<file path="config.mk">
export PLATFORM = sky130hd
export DESIGN_NAME = hazard_ctrl
export DESIGN_NICKNAME = d
export VERILOG_FILES = /design/src/rtl/mips_pkg.sv /design/src/rtl/sat_counter.sv /design/src/rtl/hazard_ctrl.sv
export SDC_FILE = /design/constraint.sdc
export NUM_CORES = 1
export LEC_CHECK = 0
export CORE_MARGIN = 2
export CORE_UTILIZATION = 45
export CTS_CLUSTER_SIZE = 30
export DETAILED_ROUTE_END_ITERATION = 10
export DONT_BUFFER_PORTS = 1
export GPL_TIMING_DRIVEN = 0
export SLEW_MARGIN = 15
export SYNTH_ARGS = -nofsm -noshare
export SYNTH_HDL_FRONTEND = slang
export SYNTH_SLANG_ARGS = --single-unit
</file>
<file path="constraint.sdc">
create_clock -name clk -period 3.63 [get_ports clk]
set_input_delay 0.726 -clock clk [delete_from_list [all_inputs] [get_ports clk]]
set_output_delay 0.726 -clock clk [all_outputs]
set_load 0.1 [all_outputs]
</file>
<file path="src/rtl/mips_pkg.sv">
// Shared definitions for the MIPS pipeline control blocks.
// Forward-select codes, register-zero constant, mul/div FSM state type.
package mips_pkg;

    localparam logic [1:0] FWD_RF  = 2'b00;
    localparam logic [1:0] FWD_WB  = 2'b01;
    localparam logic [1:0] FWD_MEM = 2'b10;

    localparam logic [4:0] REG_ZERO = 5'd0;

    typedef enum logic {
        MD_IDLE,
        MD_BUSY
    } md_state_e;

    // True when a real (non-$0) register matches another specifier.
    function automatic logic reg_hit(input logic [4:0] a,
                                     input logic [4:0] b);
        return (a != REG_ZERO) && (a == b);
    endfunction

endpackage

</file>
<file path="src/rtl/sat_counter.sv">
// Saturating up-counter used for debug event counts.
// Ports: clk, reset (sync, active-high), inc (count enable), count (value).
module sat_counter #(
    parameter int CNT_W = 16
) (
    input  logic             clk,
    input  logic             reset,
    input  logic             inc,
    output logic [CNT_W-1:0] count
);

    always_ff @(posedge clk) begin
        if (reset) begin
            count <= '0;
        end else if (inc && (count != {CNT_W{1'b1}})) begin
            count <= count + 1'b1;
        end
    end

endmodule

</file>
<file path="src/rtl/hazard_ctrl.sv">
// Central hazard controller: forwarding selects, load-use and branch
// stalls, mul/div occupancy sequencing and saturating debug counters.
// Inputs: ID/EX/MEM/WB register specifiers and write/load flags,
//   BranchD, PCSrcD, MulDivStartE; clk and sync active-high reset.
// Outputs: StallF/D/E, FlushD/E, ForwardA/BD, ForwardA/BE,
//   MulDivBusy, StallCount, FlushCount.
module hazard_ctrl
    import mips_pkg::*;
#(
    parameter int MULDIV_CYCLES = 4,
    parameter int CNT_W         = 16
) (
    input  logic             clk,
    input  logic             reset,
    input  logic [4:0]       RsD,
    input  logic [4:0]       RtD,
    input  logic             BranchD,
    input  logic             PCSrcD,
    input  logic [4:0]       RsE,
    input  logic [4:0]       RtE,
    input  logic [4:0]       WriteRegE,
    input  logic [4:0]       WriteRegM,
    input  logic [4:0]       WriteRegW,
    input  logic             RegWriteE,
    input  logic             RegWriteM,
    input  logic             RegWriteW,
    input  logic             MemtoRegE,
    input  logic             MemtoRegM,
    input  logic             MulDivStartE,
    output logic             StallF,
    output logic             StallD,
    output logic             FlushD,
    output logic             FlushE,
    output logic             StallE,
    output logic             ForwardAD,
    output logic             ForwardBD,
    output logic [1:0]       ForwardAE,
    output logic [1:0]       ForwardBE,
    output logic             MulDivBusy,
    output logic [CNT_W-1:0] StallCount,
    output logic [CNT_W-1:0] FlushCount
);

    localparam int MCW = $clog2(MULDIV_CYCLES + 1);
    localparam logic [MCW-1:0] MD_LOAD = MCW'(MULDIV_CYCLES - 1);
    localparam logic [MCW-1:0] MD_ONE  = MCW'(1);

    md_state_e      state, state_n;
    logic [MCW-1:0] md_cnt, md_cnt_n;
    logic           md_start;
    logic           md_last;

    logic           lwstall;
    logic           branchstall;
    logic           hold;
    logic           busy;
    logic           stall_e;
    logic [1:0]     fwd_ae;
    logic [1:0]     fwd_be;

    // EX operand select: MEM result is younger, so it wins over WB.
    function automatic logic [1:0] ex_fwd(input logic [4:0] src,
                                          input logic       wr_m,
                                          input logic [4:0] dst_m,
                                          input logic       wr_w,
                                          input logic [4:0] dst_w);
        if (wr_m && reg_hit(src, dst_m)) return FWD_MEM;
        if (wr_w && reg_hit(src, dst_w)) return FWD_WB;
        return FWD_RF;
    endfunction

    always_comb begin
        fwd_ae = ex_fwd(RsE, RegWriteM, WriteRegM,
                        RegWriteW, WriteRegW);
        fwd_be = ex_fwd(RtE, RegWriteM, WriteRegM,
                        RegWriteW, WriteRegW);
    end

    // A load's destination in EX is RtE.
    assign lwstall = MemtoRegE &&
                     (reg_hit(RtE, RsD) || reg_hit(RtE, RtD));

    // Branch compares in ID, so any result not yet in MEM stalls it,
    // as does a load still in MEM.
    assign branchstall = BranchD && (
        (RegWriteE && (reg_hit(WriteRegE, RsD) ||
                       reg_hit(WriteRegE, RtD))) ||
        (MemtoRegM && (reg_hit(WriteRegM, RsD) ||
                       reg_hit(WriteRegM, RtD))));

    assign hold = lwstall || branchstall;

    always_ff @(posedge clk) begin
        if (reset) begin
            state  <= MD_IDLE;
            md_cnt <= '0;
        end else begin
            state  <= state_n;
            md_cnt <= md_cnt_n;
        end
    end

    always_comb begin
        state_n  = state;
        md_cnt_n = md_cnt;
        md_start = 1'b0;
        md_last  = 1'b0;
        unique case (state)
            MD_IDLE: begin
                if (MulDivStartE) begin
                    state_n  = MD_BUSY;
                    md_cnt_n = MD_LOAD;
                    md_start = 1'b1;
                end
            end
            MD_BUSY: begin
                md_cnt_n = md_cnt - 1'b1;
                if (md_cnt == MD_ONE) begin
                    md_last = 1'b1;
                    state_n = MD_IDLE;
                end
            end
            default: state_n = MD_IDLE;
        endcase
    end

    assign busy = md_start || (state == MD_BUSY);

    // The final busy cycle lets EX drain so the result moves on.
    assign stall_e = busy && !md_last;

    always_comb begin
        StallE     = 1'b0;
        StallF     = 1'b0;
        StallD     = 1'b0;
        FlushE     = 1'b1;
        FlushD     = 1'b0;
        ForwardAD  = 1'b0;
        ForwardBD  = 1'b0;
        ForwardAE  = FWD_RF;
        ForwardBE  = FWD_RF;
        MulDivBusy = 1'b0;
        if (!reset) begin
            StallE     = stall_e;
            StallF     = hold || stall_e;
            StallD     = hold || stall_e;
            // No bubble while EX is frozen: it would overwrite the held op.
            FlushE     = hold && !stall_e;
            FlushD     = PCSrcD && !(hold || stall_e);
            ForwardAD  = RegWriteM && reg_hit(RsD, WriteRegM);
            ForwardBD  = RegWriteM && reg_hit(RtD, WriteRegM);
            ForwardAE  = fwd_ae;
            ForwardBE  = fwd_be;
            MulDivBusy = busy;
        end
    end

    sat_counter #(.CNT_W(CNT_W)) u_stall_cnt (
        .clk   (clk),
        .reset (reset),
        .inc   (StallF),
        .count (StallCount)
    );

    sat_counter #(.CNT_W(CNT_W)) u_flush_cnt (
        .clk   (clk),
        .reset (reset),
        .inc   (FlushD),
        .count (FlushCount)
    );

endmodule
</file>
Word-level counts from Yosys, hierarchy flattened:

Index checks and enable logic that the tools add are counted.

* input bits: 45
* logic and storage cells: 98
* register bits: 36
* output and inout bits: 44

* eq/ne operators: 16
* add/sub/neg operators: 3
* muxes and demuxes: 31
* bitwise logic cells: 1
* reductions and logical operators: 43

Operators with widths (number)
* == test 5 bit: 12
* adder 16 x 1 -> 16 bit (second input constant): 2
* inequality test 16 bit (second input constant): 2
* nonzero test 5 bit: 6
* logical AND 1 bit: 27
* 2-to-1 mux 2 bit: 10
* 2-to-1 mux 1 bit: 18
* logical OR 1 bit: 7
* case mux 3 bit (2 select lines): 1
* == test 3 x 1 -> 1 bit (second input constant): 1
* zero test 1 bit: 3
* 2-to-1 mux 3 bit: 1
* subtractor 3 x 1 -> 3 bit (second input constant): 1
* inequality test 2 bit (second input constant): 1
* case mux 1 bit (2 select lines): 1
* inverter 1 bit: 1

Depth between registers and ports, before layout:

* depth in word-level cells: 12
* depth in mapped cells: 11
* depth with buffers taken out: 8

Hierarchy:

Synthesis repeated with hierarchy kept, for this count alone.

* cells, all modules: 330
* area total of the unflattened synthesis: 2730.1 um^2

By module, submodules not included
* sat_counter: area each 848.3 um^2, cells each 99, instances 2, seq. area each 320.3 um^2
* hazard_ctrl: area each 1033.5 um^2, cells each 132, instances 1, seq. area each 80.1 um^2

Least setup slack after synthesis:

No wires, ideal clock.

* path kind: input-to-output
* start: input RtE[1]
* end: output ForwardBE[0]
* path buffers: 1
* required time: 2.904 ns
* stages: 5
* arrival time: 4.474 ns
* path slack: -1.570 ns
* cells stage by stage: buf_6 or4_4 nor2_1 nor4_1 nor4_1

* word-level cells in the longest chain between the ends: 8
* elaborated cells between the ends (all ways): 14
* those cells by class: 2 x eq/ne; 7 x mux; 5 x reduce/logical

Ends and longest elaborated chain
* start: declaration: line hazard_ctrl.sv:20 `input logic [4:0] RtE,`
* == test 5 bit or nonzero test 5 bit (tied branches): line mips_pkg.sv:19 `return (a != REG_ZERO) && (a == b);`
* logical AND 1 bit: line mips_pkg.sv:19
* logical AND 1 bit: line hazard_ctrl.sv:68 `if (wr_w && reg_hit(src, dst_w)) return FWD_WB;`
* 2-to-1 mux 1 bit (2 in series): line hazard_ctrl.sv:68
* 2-to-1 mux 2 bit: line hazard_ctrl.sv:69 `return FWD_RF;`
* 2-to-1 mux 2 bit *: line hazard_ctrl.sv:68
* 2-to-1 mux 2 bit *: line hazard_ctrl.sv:143 `if (!reset) begin`
* end: declaration: line hazard_ctrl.sv:38 `output logic [1:0] ForwardBE,`

Every way passes the cells marked *; elsewhere a longest branch is shown, timed or not. The select of a mux whose other input is x is not followed.

Final worst setup path:

* start: input reset
* end: output FlushE

* word-level cells in the longest chain between the ends: 1

Ends and longest elaborated chain
* start: declaration: line hazard_ctrl.sv:14 `input logic reset,`
* 2-to-1 mux 1 bit: line hazard_ctrl.sv:143
* end: declaration: line hazard_ctrl.sv:33 `output logic FlushE,`

No other way between the ends.

==> metrics.yaml <==
grt_use_total: 0.226
hold_violations: 0
ctsHoldBuffers: 0
worst_pin_slew_ns: 1.13
clk_latency_ns: 0.28
synth_seq_area_share: 0.268
critical_path.max_fanout: 10
arrival_ns: 2.82
startpoint: "reset"
core_area_sq_um: 5850
grt_pass1_vias: 2485
avgSynthCellArea_sq_um: 7.94
wl_microns: 7120
grt_pass1_wl_microns: 11800
drtPass1Iterations: 4
finalPower_uw: 953
cts_buffers: 5
drc: 0
synth_flop_cell: "dfxtp_1"
grt.overflow.total: 0
clock-sinks: 36
crit_path_start_kind: "input pin"
grt_max_degree: 20
hold_end: "md_cnt[0]$_SDFFE_PP0P_"
power_density_nw_per_um2: 313
path_clk_slew_ns: 0.07
ant_nets: 0
reg2reg_from: "u_flush_cnt.count[3]$_SDFFE_PP0P_"
num_rows: 28
path_class: "in2out"
skew_ns: 0.00861
fin_crit_sh: 0.977
synthToLayoutAreaGrowth_pct: 13.5
cts_tree: "built"
required_ns: 2.90
place_inst: 415
yosys_warnings: 0
fmax_mhz: 282
vdd_ir_drop_max_mv: 0.179
nFillCells: 570
netlist_area_sq_um: 2690
setup_viol: 0
netlist_instances: 338
die_area_sq_um: 6600
drtIter0Drc: 82
hp-class: "reg2reg"
reg2reg_to: "u_flush_cnt.count[11]$_SDFFE_PP0P_"
p_leak_nw: 0.961
ys_async_sr_fraction: 0
post_drt_wl_per_cell_microns: 16.8
max_slew_margin: 0.245
vias: 2522
diodes: 0
synth_edf_count: 0
fp.dieW_microns: 81.2
io_pins: 89
final_cells: 423
min_from: "md_cnt[0]$_SDFFE_PP0P_"
post-place-ws_ns: -0.455
timing.final.ws_setup_ns: 0.0830
drv_cap: 0
finalHoldWorstSlack_ns: 0.518
chipHeight_microns: 81.2
syn-num-nets: 387
viasPerCell: 5.96
regToRegSetupSlack_ns: 0.33
ff2ff_path_depth: 10
synth.distinct_cells: 44
start_util: 0.459
final-max-slew-violation-count: 0
post-dp-hpwl_microns: 5380
hold_depth: 1
max-clock-path-buffers: 2
antenna_found_initial: 0
final_nets: 397
ys_ff_latch: 36
min_period_ns: 3.55
io_buffers: 0
cts-htree-levels: 2
end_kind: "output pin"
cts-root-buf: "clkbuf_8"
rsz0062_at_grt: "no"
place_congestion: 0.830
drive_above_1_share: 0.161
status: "complete, no violations"
## cells in the mapped netlist, types with 3 or more instances
library cell	count	area, sq um
dfxtp_1	36	721
xnor2_1	33	289
a21oi_1	26	130
nand3_1	19	95.1
nor2_1	17	63.8
or4_1	16	120
xor2_1	15	131
nand2_1	14	52.6
o21ai_0	14	70.1
or3_1	13	81.3
clkbuf_1	12	45.0
nor2b_1	12	75.1
o31ai_1	12	90.1
buf_2	11	55.1
nand4_1	11	68.8
nor3_1	10	50.1
inv_1	7	26.3
nor4_1	7	43.8
and3_1	6	37.5
mux2_2	6	67.6
ha_1	4	50.1
and2_1	3	18.8
and4_1	3	26.3
buf_6	3	33.8
nand2b_1	3	18.8
## critical path: stages
cell and delay (ns):
clkbuf_1 0.25, nor2_4 0.61, o21a_1 0.90, nor2_4 0.32
## sequential cells by signal (all words and copies together), names as in the netlist
name / cells
state: 1
u_flush_cnt.count: 16
md_cnt: 3
u_stall_cnt.count: 16
## layout by cell type, fill, tap and decap left out, types with 3 or more instances in the layout
cell type	synthesis	layout
clkbuf_1	12	10
nor3_1	10	5
and2_1	3	3
nand4_1	11	11
dfxtp_2	0	3
ha_1	4	4
nand2_1	14	14
clkbuf_8	0	5
inv_1	7	7
buf_2	11	9
o31ai_1	12	12
nor4_1	7	5
xor2_1	15	15
buf_4	1	3
or4_1	16	16
nand2b_1	3	3
or3_1	13	13
and3_1	6	6
a21oi_1	26	26
nor3_4	0	3
o21ai_0	14	14
nor2b_1	12	10
nor2_4	0	3
xnor2_1	33	33
and4_1	3	3
nor2_1	17	14
dfxtp_1	36	33
buf_6	3	4
mux2_2	6	6
nand3_1	19	19
## where the power goes
group          leakage (nW)  internal [mW]  switching (mW)  total, mW
Combinational         0.627         0.0831           0.146      0.229
Clock                0.0410          0.131           0.144      0.275
Sequential            0.293          0.404          0.0457      0.450
Total                 0.961          0.618           0.336      0.953
## logic make-up (layout without fill, tap and decap cells)
family          Yosys count  after routing  synth area share
compound gates           65             65             0.151
mux                       6              6            0.0252
fa+ha+maj                 4              4            0.0186
simple gates            144            144             0.316
buf+inv                  35             45            0.0638
xor+xnor                 48             48             0.157
flops                    36             36             0.268
## per-layer routing
layer  vias to the layer above  GRT usage  share of wire
met5                         -          0              0
met1                      1189      0.302           0.46
li1                       1255          -              -
met3                        13     0.0589          0.064
met2                        65      0.362           0.46
met4                         0     0.0610          0.014
## repair_timing
item,in CTS,in global routing
pin swaps,5,2
setup buffers,3,0
gates resized for setup,8,7
setup endpoints to repair,3,6
## worst max path at each step
stage / to / slack, ns / cells past startpoint
final: FlushE / 0.08 / 4
after global routing: StallF / 0.002 / 9
after CTS: StallF / 0.03 / 9
after detailed placement: FlushE / -0.46 / 10
after global placement: ForwardBE[0] / -0.55 / 5
after floorplan: ForwardBE[0] / -0.45 / 5
## final cells by class
class / count / area, sq um / area share
sequential: 36 / 724 / 0.238
clock buffer: 6 / 72.6 / 0.0238
tap: 75 / 93.8 / 0.0308
inverter: 7 / 26.3 / 0.00862
timing repair buffer: 5 / 52.6 / 0.0172
clock inverter: 1 / 5.00 / 0.00164
multi-input combinational: 267 / 1890 / 0.622
buffer: 26 / 178 / 0.0583
## stage by stage
stage	utilization	setup TNS [ns]	instance area [sq um]
final	0.521	0	3050
after global routing	0.521	0	3050
after CTS	0.518	0	3030
after detailed placement	0.496	-1.02	2900
after global placement	0.487	-1.88	2850
after floorplan	-	-0.543	2750
No activity file was read; power rests on OpenSTA's default activity.
